`config.mk`:
```
export PLATFORM = sky130hd
export DESIGN_NAME = bus_bridge_mc
export DESIGN_NICKNAME = d
export VERILOG_FILES = /design/src/rtl/bus_bridge_mc_pkg.sv /design/src/rtl/bus_bridge_mc_addr_decoder.sv /design/src/rtl/bus_bridge_mc.sv
export SDC_FILE = /design/constraint.sdc
export NUM_CORES = 1
export LEC_CHECK = 0
export ABC_AREA = 1
export BUFFER_PORTS_ARGS = -buffer_cell sky130_fd_sc_hd__buf_2
export CORE_ASPECT_RATIO = 0.7
export CORE_MARGIN = 3
export CORE_UTILIZATION = 45
export DETAILED_ROUTE_END_ITERATION = 12
export PLACE_DENSITY = 0.79
export SLEW_MARGIN = 30
export SYNTH_ARGS = -nofsm -noshare
export SYNTH_HDL_FRONTEND = slang
export SYNTH_SLANG_ARGS = --single-unit
```
`constraint.sdc`:
```
create_clock -name clk -period 4.5 [get_ports clk]
set_input_delay 0.45 -clock clk [delete_from_list [all_inputs] [get_ports clk]]
set_output_delay 0.45 -clock clk [all_outputs]
set_load 0.02 [all_outputs]
```
`src/rtl/bus_bridge_mc_pkg.sv`:
```
// Shared types and constants for the CPU-to-peripheral bridge.
// Latency: n/a (declarations only).
// Backpressure: n/a (declarations only).
package bus_bridge_mc_pkg;

    // Bridge FSM encoding. The encoding is fixed so that waveforms stay readable
    // across builds and so that external debug taps can decode the state.
    typedef enum logic [1:0] {
        BR_IDLE = 2'd0,
        BR_WAIT = 2'd1,
        BR_RESP = 2'd2
    } br_state_t;

    // Default peripheral windows (inclusive bounds).
    localparam logic [31:0] BR_DM_BASE    = 32'h0000_0000;
    localparam logic [31:0] BR_DM_LIMIT   = 32'h0000_2fff;
    localparam logic [31:0] BR_TMR0_BASE  = 32'h0000_7f00;
    localparam logic [31:0] BR_TMR0_LIMIT = 32'h0000_7f0b;
    localparam logic [31:0] BR_TMR1_BASE  = 32'h0000_7f10;
    localparam logic [31:0] BR_TMR1_LIMIT = 32'h0000_7f1b;

    localparam int BR_DEF_SLAVES = 3;

    // Width of a binary slave index; never narrower than one bit.
    function automatic int br_idx_w(input int n);
        return (n > 1) ? $clog2(n) : 1;
    endfunction

endpackage

```
`src/rtl/bus_bridge_mc_addr_decoder.sv`:
```
// Address window decoder: priority (lowest index) hit, binary index, word-only legality.
// Latency: purely combinational, zero cycles.
// Backpressure: none; evaluated every cycle from the live CPU request.
module bridge_addr_decoder
    import bus_bridge_mc_pkg::*;
#(
    parameter int                         NUM_SLAVES  = BR_DEF_SLAVES,
    parameter int                         IDX_W       = br_idx_w(NUM_SLAVES),
    parameter logic [NUM_SLAVES*32-1:0]   SLAVE_BASE  = {BR_TMR1_BASE, BR_TMR0_BASE, BR_DM_BASE},
    parameter logic [NUM_SLAVES*32-1:0]   SLAVE_LIMIT = {BR_TMR1_LIMIT, BR_TMR0_LIMIT, BR_DM_LIMIT},
    parameter logic [NUM_SLAVES-1:0]      WORD_ONLY   = 3'b110
) (
    input  logic [31:0]             addr,
    input  logic [3:0]              byteen,
    output logic [NUM_SLAVES-1:0]   hit,
    output logic [IDX_W-1:0]        idx,
    output logic                    any_hit,
    output logic                    illegal
);

    // Partial-word accesses are those that are neither a load nor a full-word store.
    logic partial_word;
    assign partial_word = (byteen != 4'b0000) && (byteen != 4'b1111);

    // Walk the windows from slave 0 upward; the first match wins. The window test
    // uses offset arithmetic (addr-base <= limit-base) so a zero base does not turn
    // into a tautological unsigned compare; the extra base<=limit guard keeps an
    // inverted window from ever matching.
    always_comb begin
        hit     = '0;
        idx     = '0;
        any_hit = 1'b0;
        illegal = 1'b0;
        for (int i = 0; i < NUM_SLAVES; i++) begin
            if (!any_hit
                && (SLAVE_BASE[i*32 +: 32] <= SLAVE_LIMIT[i*32 +: 32])
                && ((addr - SLAVE_BASE[i*32 +: 32])
                    <= (SLAVE_LIMIT[i*32 +: 32] - SLAVE_BASE[i*32 +: 32]))) begin
                hit[i]  = 1'b1;
                idx     = IDX_W'(i);
                any_hit = 1'b1;
                illegal = WORD_ONLY[i] && partial_word;
            end
        end
    end

endmodule

```
`src/rtl/bus_bridge_mc.sv`:
```
// Multi-cycle CPU memory-stage bridge to NUM_SLAVES peripherals (optional WAIT bound: BRIDGE_TIMEOUT_EN).
// Latency: 2 cycles minimum (request, WAIT with ready, RESP); errors on decode are flagged the next cycle.
// Backpressure: cpu_stall holds the pipeline while a slave access is pending; s_req held until s_ready.
module bus_bridge_mc
    import bus_bridge_mc_pkg::*;
#(
    parameter int                         NUM_SLAVES     = BR_DEF_SLAVES,
    parameter logic [NUM_SLAVES*32-1:0]   SLAVE_BASE     = {BR_TMR1_BASE, BR_TMR0_BASE, BR_DM_BASE},
    parameter logic [NUM_SLAVES*32-1:0]   SLAVE_LIMIT    = {BR_TMR1_LIMIT, BR_TMR0_LIMIT, BR_DM_LIMIT},
    parameter logic [NUM_SLAVES-1:0]      WORD_ONLY      = 3'b110,
    parameter int                         TIMEOUT_CYCLES = 255
) (
    input  logic                        clk,
    input  logic                        reset_n,
    input  logic                        cpu_req,
    input  logic [3:0]                  cpu_byteen,
    input  logic [31:0]                 cpu_addr,
    input  logic [31:0]                 cpu_wdata,
    output logic [31:0]                 cpu_rdata,
    output logic                        cpu_stall,
    output logic                        cpu_err,
    output logic [NUM_SLAVES-1:0]       s_req,
    output logic [31:0]                 s_addr,
    output logic [31:0]                 s_wdata,
    output logic [3:0]                  s_byteen,
    input  logic [NUM_SLAVES*32-1:0]    s_rdata,
    input  logic [NUM_SLAVES-1:0]       s_ready
);

    localparam int IDX_W = br_idx_w(NUM_SLAVES);

    br_state_t              state;
    br_state_t              state_nxt;

    logic [NUM_SLAVES-1:0]  dec_hit;
    logic [IDX_W-1:0]       dec_idx;
    logic                   dec_any_hit;
    logic                   dec_illegal;
    logic                   legal_hit;

    logic [IDX_W-1:0]       sel_idx;
    logic                   sel_rdy;
    logic [31:0]            sel_dat;
    logic                   wait_expire;

    logic [NUM_SLAVES-1:0]  s_req_nxt;
    logic                   lat_en;
    logic                   rdata_ld;
    logic [31:0]            rdata_nxt;
    logic                   err_nxt;

    bridge_addr_decoder #(
        .NUM_SLAVES  (NUM_SLAVES),
        .IDX_W       (IDX_W),
        .SLAVE_BASE  (SLAVE_BASE),
        .SLAVE_LIMIT (SLAVE_LIMIT),
        .WORD_ONLY   (WORD_ONLY)
    ) u_dec (
        .addr    (cpu_addr),
        .byteen  (cpu_byteen),
        .hit     (dec_hit),
        .idx     (dec_idx),
        .any_hit (dec_any_hit),
        .illegal (dec_illegal)
    );

    assign legal_hit = dec_any_hit && !dec_illegal;

    // Select ready and read data of the latched slave; other slaves are ignored.
    always_comb begin
        sel_rdy = 1'b0;
        sel_dat = '0;
        for (int i = 0; i < NUM_SLAVES; i++) begin
            if (sel_idx == IDX_W'(i)) begin
                sel_rdy = s_ready[i];
                sel_dat = s_rdata[i*32 +: 32];
            end
        end
    end

`ifdef BRIDGE_TIMEOUT_EN
    localparam int TMR_W = $clog2(TIMEOUT_CYCLES + 1);

    logic [TMR_W-1:0] wait_cnt;

    // Count WAIT cycles already spent; restarts every time WAIT is entered.
    always_ff @(posedge clk) begin
        if (!reset_n || (state != BR_WAIT)) begin
            wait_cnt <= '0;
        end else begin
            wait_cnt <= wait_cnt + TMR_W'(1);
        end
    end

    // The current WAIT cycle is the last one allowed: TIMEOUT_CYCLES-1 cycles are behind us.
    assign wait_expire = (state == BR_WAIT) && (wait_cnt == TMR_W'(TIMEOUT_CYCLES - 1));
`else
    assign wait_expire = 1'b0;
`endif

    // Pipeline freeze: whole of WAIT, plus the request cycle of an access that will be issued.
    assign cpu_stall = (state == BR_WAIT) || ((state == BR_IDLE) && cpu_req && legal_hit);

    // FSM state register.
    always_ff @(posedge clk) begin
        if (!reset_n) begin
            state <= BR_IDLE;
        end else begin
            state <= state_nxt;
        end
    end

    // Next-state and datapath control. A ready from the selected slave takes
    // precedence over the WAIT bound when both land in the same cycle.
    always_comb begin
        state_nxt = state;
        s_req_nxt = s_req;
        lat_en    = 1'b0;
        rdata_ld  = 1'b0;
        rdata_nxt = cpu_rdata;
        err_nxt   = 1'b0;
        case (state)
            BR_IDLE: begin
                s_req_nxt = '0;
                if (cpu_req) begin
                    if (legal_hit) begin
                        state_nxt = BR_WAIT;
                        s_req_nxt = dec_hit;
                        lat_en    = 1'b1;
                    end else begin
                        err_nxt   = 1'b1;
                        rdata_ld  = 1'b1;
                        rdata_nxt = '0;
                    end
                end
            end
            BR_WAIT: begin
                if (sel_rdy) begin
                    state_nxt = BR_RESP;
                    s_req_nxt = '0;
                    rdata_ld  = 1'b1;
                    rdata_nxt = sel_dat;
                end else if (wait_expire) begin
                    state_nxt = BR_RESP;
                    s_req_nxt = '0;
                    rdata_ld  = 1'b1;
                    rdata_nxt = '0;
                    err_nxt   = 1'b1;
                end
            end
            BR_RESP: begin
                // The retiring instruction still shows cpu_req here; it is not a new access.
                state_nxt = BR_IDLE;
                s_req_nxt = '0;
            end
            default: begin
                state_nxt = BR_IDLE;
                s_req_nxt = '0;
            end
        endcase
    end

    // Slave-side request, latched access fields, CPU response registers.
    always_ff @(posedge clk) begin
        if (!reset_n) begin
            s_req     <= '0;
            s_addr    <= '0;
            s_wdata   <= '0;
            s_byteen  <= '0;
            sel_idx   <= '0;
            cpu_rdata <= '0;
            cpu_err   <= 1'b0;
        end else begin
            s_req   <= s_req_nxt;
            cpu_err <= err_nxt;
            if (lat_en) begin
                s_addr   <= cpu_addr;
                s_wdata  <= cpu_wdata;
                s_byteen <= cpu_byteen;
                sel_idx  <= dec_idx;
            end
            if (rdata_ld) begin
                cpu_rdata <= rdata_nxt;
            end
        end
    end

endmodule

```
# == Word-level counts from Yosys, hierarchy flattened ==
# Cells that the tools add are included.
# word_totals
wordCells,72
reg_bits,108
out_inout_bits,105
# op_classes
n_reduce_logical,17
n_lt_le_gt_ge,3
muxes,34
add_sub_neg,2
eq_ne,8
# op_table
op,n
$mux W32,6
$le A32 B4 Y1 const B,2
$pmux W32 S2,1
$sub A32 B15 Y32 const B,2
$le A32 B14 Y1 const B,1
$mux W1,17
$mux W3,3
$mux W2,4
$ne A2 B2 Y1 const B,4
$logic_and A1 B1 Y1,6
$pmux W3 S2,1
$reduce_and A5 Y1,1
$eq A2 B1 Y1 const B,2
$logic_not A2 Y1,2
$ne A4 B4 Y1 const B,1
$pmux W2 S2,1
$reduce_bool A4 Y1,1
$logic_not A1 Y1,3
$reduce_and A3 Y1,1
$eq A2 B2 Y1 const B,1
$pmux W1 S2,1
$reduce_and A2 Y1,1
$reduce_bool A2 Y1,1
$logic_or A1 B1 Y1,1

# == Longest topological paths before layout ==
# Gate-level depths: netlist (run 1).
# logic_depth
depth_word,14
depth_mapped,19
mapped_depth_nobuf,17

# == Modules after synthesis ==
# Synthesis (run 1) repeated with hierarchy kept, for this count alone.
# hier_totals
hier_cells,890
area_unflattened_um2,5698.0
# modules_own_cells
module,cells_per_inst,seq_area_each_um2,area_per_inst_um2,n_inst
bus_bridge_mc,628,2162.1,4525.6,1
bridge_addr_decoder,262,0.0,1172.4,1

# == Least setup slack after synthesis (run 1) ==
# OpenSTA, ideal clock, no wires.
# synth_path
kind,in2out
start,input port cpu_addr[4]
end,output port cpu_stall
path_slack_ns,1.912
stages,17
arrival_ns,2.138
required_ns,4.050
path_cell_list,nor2_1 > nand2_1 > buf_2 > nand2_1 > nand2_1 > nand2_1 > nand2_1 > nor2_1 > nand3_1 > nor2_1 > nand2_1 > nor2_4 > inv_2 > nand2_4 > nand3_4 > buf_6 > nand2_1
# synth_via
elab_chain_len,12
elab_cells_between_ends,18
classes_between,add/sub (2); order compare (3); mux (5); reduce/logical (8)
# synth_lines
item,line,source
start: declaration,bus_bridge_mc.sv:17,"input logic [31:0] cpu_addr,"
"parallel branches: the longest is 9 deep, another holds $sub A32 B15 Y32",--,
$logic_and A1 B1 Y1 (*),bus_bridge_mc.sv:67,assign legal_hit = dec_any_hit && !dec_illegal;
$logic_and A1 B1 Y1 (*),bus_bridge_mc.sv:102,assign cpu_stall = (state == BR_WAIT) || ((state == BR_IDLE) && cpu_req && legal_hit);
$logic_or A1 B1 Y1 (*),bus_bridge_mc.sv:102,
end: declaration,bus_bridge_mc.sv:20,"output logic cpu_stall,"
# Mark *: on every way between the ends.

# == Worst setup path in the final report (run 1) ==
# Same ends and word-level chain as after synthesis.

==> results.cfg, run 1 <==
[status]
status = complete, no violations

[synth]
synth_top_family_by_area = simple AND/OR/NAND/NOR gates
synthXorXnorAreaFrac = 0.00133
syn_inst = 1067
synth-compound-area-share = 0.0886
syn_avg_cell_area_um2 = 6.17
yosysTopAreaCellShare = 0.328
synth_flop_cell = dfxtp_1
ys_top_cells_by_area = dfxtp_1 (33%), nand2_1 (19%), nand3_1 (9.7%), inv_1 (6.4%), a21oi_1 (6.3%)
yosys_warnings = 0
synth_nets = 1237
ys_seq_area_frac = 0.328
muxShareOfSynthArea = 0
synthSimpleGateAreaFrac = 0.454
netlist.top_cell.by_area = dfxtp_1
yosys_register_bits = 108
synth-async-reset-ratio = 0
synth-edff-count = 0
synth_fa_ha_area_frac = 0
synth.distinct_cells = 36
synth_area_um2 = 6580

[global_routing]
grt_max_degree = 53
track_usage = 0.258
grt_overflow = 0
grt_pass1_wl_um = 33800
grt_pass1_vias = 6714
antenna_found_initial = 1

[worst_setup_path]
cp.arrival_ns = 2.85
crit_type = in2out
slowest_delay_ns = 0.31
crit_slowest_cell = nand2_1
cp_common_cell = nand2_1
path_cells = buf_2, nor2_1, nand2_1, nand2_1, inv_1, nand2_2, nand2_1, nand2_1, nand4_1, nor2_1, nand2_1, nor2_4, inv_2, nand2_4, nand3_4, nand2_1, buf_2
worstPathMaxFanout = 29
required_ns = 4.05
end_kind = output pin
crit_path_start_kind = input port

[clock_network]
clk_pin_slew_worst_paths_ns = 0.08
cts_sinks = 108
cts_tree = built
postCtsResizedCells = 0
htreeDepth = 3
numCtsBuffers = 9
cts_setup_buffers = 0
root_buffer = clkbuf_16
worstSkewPairLatency_ns = 0.35
ctsLongestPathBuffers = 2
hold_buffers = 0

[timing]
relSlewSlack = 0.388
finalCritPeriodShare = 0.733
worst_pin_slew_ns = 0.915
max_freq_ghz = 0.303
skew_ns = 0.0116
rsz0062_at_grt = no
min_period_ns = 3.30
setup_viol = 0
setup_tns_ns = 0
report.final.slew_viol_count = 0
final-hold-violation-count = 0

[route]
ant_nets = 0
drc = 0
num_vias = 7684
wl_um = 21700
vias_per_cell = 5.15
drt_iter0_drc = 601
wl_per_cell_um = 14.5
first_pass_iters = 6

[power]
clockPowerShare = 0.387
p_int_uw = 1490
switching_power_uw = 587
power_frac_comb = 0.143
peakVddDrop_uv = 197
switching_share = 0.283
seq_power_share = 0.469
power.density_nw_per_um2 = 253
p_leak_uw = 0.00430

[die]
core_um2 = 14100
die_x_um = 151
fp-row-count = 36
fp.dieH_um = 107
io_pins = 275
start_util = 0.467
die_area_um2 = 16100

[final_layout]
syn2layout_area_growth_pct = 25.0
final_util = 0.584
nFillCells = 1429
nets = 1467
layout-drive-gt1-share = 0.273

[placed_design]
gp_congestion = 1.01
io_buffers = 274
dp_hpwl_um = 16100

[flow_run]
drv_cap = 0

[worst_hold_path]
worstHoldPathType = in2reg
## cell usage after synthesis (2+ instances only)
| master | count |
|---|---|
| dfxtp_1 | 108 |
| nand2_4 | 2 |
| clkinv_1 | 2 |
| nand2_1 | 329 |
| a21oi_1 | 83 |
| inv_2 | 7 |
| buf_6 | 13 |
| o21ai_1 | 5 |
| nor2_1 | 106 |
| nand3_4 | 2 |
| nor3_2 | 2 |
| nor2_2 | 6 |
| nand2_2 | 9 |
| o21ai_0 | 5 |
| nor2_4 | 6 |
| clkbuf_1 | 40 |
| nand4_1 | 65 |
| buf_4 | 5 |
| a31oi_1 | 2 |
| a21oi_2 | 10 |
| inv_1 | 113 |
| nand3_1 | 127 |
| buf_2 | 3 |
| buf_1 | 5 |
## per-layer routing
metal | track usage | share of wire | up-vias
met5 | 0 | 0 | -
met4 | 0.0712 | 0.018 | 0
met3 | 0.0684 | 0.095 | 31
met2 | 0.364 | 0.42 | 333
met1 | 0.384 | 0.46 | 3437
li1 | - | - | 3883
## sequential cells by signal, indices dropped and copies added, names as in the netlist
signal / cells
cpu_rdata: 32
s_byteen: 4
state: 2
cpu_err: 1
s_req: 3
sel_idx: 2
s_addr: 32
s_wdata: 32
## layout make-up
class                      instances  area, µm²  share of cell area
inverter                         122        458              0.0556
clock inverter                     6       62.6             0.00760
multi-input combinational        770       3600               0.437
timing repair buffer             286       1470               0.179
antenna                            1       2.50            0.000304
tap                              190        238              0.0289
sequential                       108       2160               0.263
clock buffer                      10        239              0.0290
## critical path, delay by kind of cell
family / cells / cell delay, ns
buffers and inverters: 4 / 0.42
AND/OR/NAND/NOR: 13 / 1.96
## kinds of logic after synthesis
kind of cell / count (synthesis)
compound gates: 107
xor+xnor: 1
buf+inv: 189
flops: 108
simple gates: 662
## cells in the final DEF (no fill, tap or decap), drive strengths merged
master	synthesis	final
nor3b	1	1
nand2	340	340
nor4	2	2
nor2	119	119
a21oi	93	93
nand3	130	130
o21ai	10	10
nor3	3	3
inv	120	124
a31oi	2	2
nand4	65	65
clkbuf	40	10
clkinv	2	4
dfxtp	108	108
nand3b	1	1
xor2	1	1
o22ai	1	1
buf	27	286
and2	1	1
diode	0	1
o21bai	1	1
## power groups by stage
stage	clock [µW]	combinational, µW	sequential, µW
global route	858	332	978
detailed placement	0	294	999
global placement	0	291	998
finish	805	298	976
floorplan	0	146	1020
CTS	828	295	976
## per-stage QoR
step / setup WS, ns / hold WS, ns / total power (µW) / area (µm²) / instances
3_5_place_dp: 1.24 / 0.425 / 1290 / 7930 / 1476
6_report: 1.20 / 0.374 / 2080 / 8230 / 1493
3_3_place_gp: 1.24 / 0.423 / 1290 / 7930 / 1476
2_1_floorplan: 1.91 / 0.457 / 1160 / 6580 / 1067
5_1_grt: 0.852 / 0.360 / 2170 / 8230 / 1493
4_1_cts: 1.22 / 0.358 / 2100 / 8230 / 1492
## worst paths after layout
| kind | slack (ns) | cells past startpoint | startpoint | endpoint |
|---|---|---|---|---|
| worst min register to register | 0.44 | 2 | s_addr[19] | s_addr[19] |
| worst min-delay path | 0.37 | 3 | cpu_wdata[15] | s_wdata[15] |
| worst max-delay path | 1.20 | 17 | cpu_addr[4] | cpu_stall |
| worst max register to register | 1.84 | 11 | sel_idx[1] | cpu_rdata[13] |
(Power assumes the default switching activity.)
==> run 2, diff against run 1 <==
--- a/config.mk
+++ b/config.mk
@@ -9,9 +9,9 @@
 export BUFFER_PORTS_ARGS = -buffer_cell sky130_fd_sc_hd__buf_2
 export CORE_ASPECT_RATIO = 0.7
 export CORE_MARGIN = 3
-export CORE_UTILIZATION = 45
+export CORE_UTILIZATION = 44
 export DETAILED_ROUTE_END_ITERATION = 12
-export PLACE_DENSITY = 0.79
+export PLACE_DENSITY = 0.8
 export SLEW_MARGIN = 30
 export SYNTH_ARGS = -nofsm -noshare
 export SYNTH_HDL_FRONTEND = slang
==> constraint.sdc (replaced) <==
create_clock -name clk -period 2.78 [get_ports clk]
set_input_delay 0.278 -clock clk [delete_from_list [all_inputs] [get_ports clk]]
set_output_delay 0.278 -clock clk [all_outputs]
set_load 0.02 [all_outputs]
==> run 2 against run 1 <==
Sequential cell count unchanged. Wire length up 4.9%. Global-route usage up 0.30 points. Sequential share of layout area down 0.65 points. Highest routed layer unchanged. Largest cell class unchanged. Via count up 1.4%. Final area up 2.5%. Critical path depth down 2. Core utilization up 0.73 points. Clock power up 64%.
==> results.cfg, run 2 (same netlist as run 1, synthesis figures left out) <==
[clock_network]
cts_sinks = 108
worstSkewPairLatency_ns = 0.35
ctsLongestPathBuffers = 2
cts_tree = built
numCtsBuffers = 9
clk_pin_slew_worst_paths_ns = 0.09
hold_buffers = 0
root_buffer = clkbuf_16
htreeDepth = 3

[timing]
max_freq_ghz = 0.394
rsz0062_at_grt = no
setup_viol = 0
finalCritPeriodShare = 0.913
min_period_ns = 2.54
worst_pin_slew_ns = 0.454
report.final.slew_viol_count = 0
relSlewSlack = 0.695
final-hold-violation-count = 0
setup_tns_ns = 0
skew_ns = 0.0109

[power]
seq_power_share = 0.464
p_leak_uw = 0.00441
switching_power_uw = 998
clockPowerShare = 0.388
power.density_nw_per_um2 = 404
p_int_uw = 2410
peakVddDrop_uv = 444
power_uw = 3410
power_frac_comb = 0.148
switching_share = 0.293

[die]
start_util = 0.461
fp-row-count = 36
fp.dieH_um = 108
die_x_um = 152
io_pins = 275
die_area_um2 = 16500
core_um2 = 14300

[final_layout]
nets = 1483
layout-drive-gt1-share = 0.286
final_cell_mix = nand2_1 (326), buf_2 (274), nand3_1 (127)
reg_top3 = cpu_rdata: 32 flops, s_addr: 32 flops, s_wdata: 32 flops
antennaDiodeCount = 0
layout_commonest_cell = nand2_1
syn2layout_area_growth_pct = 28.2

[placed_design]
gp_congestion = 1.10
io_buffers = 274
dp_hpwl_um = 17100

[flow_run]
drv_cap = 0

[route]
vias_per_cell = 5.17
first_pass_iters = 6
wl_per_cell_um = 15.1
wl_um = 22800
drc = 0
drt_iter0_drc = 739
num_vias = 7795
ant_nets = 0

[global_routing]
track_usage = 0.261
grt_overflow = 0
grt_max_degree = 66
grt_pass1_wl_um = 35300
grt_pass1_vias = 6681
antenna_found_initial = 0

[worst_setup_path]
startpoint = cpu_addr[8]
r2r_start = sel_idx[1]
cp.arrival_ns = 2.26
cp_common_cell = nand2_1
worstPathMaxFanout = 10
crit_type = in2out
end_kind = output pin
path_cells = buf_2, nand2_2, nor2_8, nand2_4, nand2_1, xor2_1, nand3_1, nor2_1, nand3_1, nand2_1, inv_2, nand2_4, nand3_4, nand2_1, buf_2
slowest_delay_ns = 0.26
crit_slowest_cell = xor2_1
crit_path_start_kind = input port
cp_top_family = simple AND/OR/NAND/NOR gates
required_ns = 2.50
critPathBufInv = 3

[worst_hold_path]
min_from = cpu_wdata[7]
worstHoldPathType = in2reg

[status]
status = complete, no violations
## run 2: area by class of cell
| class | instances | area [µm²] |
|---|---|---|
| clock buffers | 9 | 225 |
| clock inverters | 7 | 80.1 |
| fillers | 1439 | 5840 |
| inverters | 122 | 458 |
| multi-input cells | 770 | 3610 |
| flip-flops and latches | 108 | 2160 |
| well taps | 190 | 238 |
| repair buffers | 302 | 1670 |
## run 2: timing repair
| action | in CTS | in global routing |
|---|---|---|
| setup buffers | 0 | 4 |
| resized for setup | 0 | 5 |
| setup endpoints to repair | 0 | 1 |
## run 2: routing by layer
layer,GRT usage,up-vias,share of wire,wire length (µm)
met5,0,-,0,0
met4,0.0513,0,0.010,233
met3,0.0828,17,0.11,2440
met2,0.377,366,0.42,9600
met1,0.381,3491,0.46,10500
li1,-,3921,-,-
## run 2: path summary, 6_finish.rpt
kind,endpoint,slack [ns],depth (start not counted)
hold reg to reg,s_addr[29],0.44,2
hold / removal,s_wdata[7],0.19,3
setup reg to reg,cpu_rdata[15],0.88,9
setup / recovery,cpu_stall,0.24,15
## run 2: through the flow
step / setup WS, ns / util / instance area, µm² / hold slack, ns / instances
after floorplan: 0.536 / - / 6580 / 0.446 / 1067
after global placement: 0.0399 / 0.567 / 8090 / 0.423 / 1488
after detailed placement: 0.176 / 0.567 / 8090 / 0.426 / 1488
after CTS: 0.156 / 0.588 / 8400 / 0.180 / 1504
after global routing: 0.0754 / 0.591 / 8440 / 0.189 / 1508
final: 0.243 / 0.591 / 8440 / 0.191 / 1508
## run 2: worst register-to-register path, stage by stage, from the launching register on
cell and delay [ns]:
dfxtp_1 0.38, clkinv_1 0.38, nor2_2 0.22, buf_4 0.35, nand2_1 0.10, nand3_1 0.12, nand2_1 0.06, inv_1 0.05
a21oi_1 0.03, nor2_1 0.13
## run 2: power by group through the flow
| stage | logic, µW | registers, µW | clock network, µW |
|---|---|---|---|
| finish | 505 | 1580 | 1320 |
| global route | 558 | 1580 | 1410 |
| CTS | 498 | 1580 | 1340 |
| detailed placement | 496 | 1620 | 0 |
| global placement | 495 | 1620 | 0 |
| floorplan | 237 | 1640 | 0 |
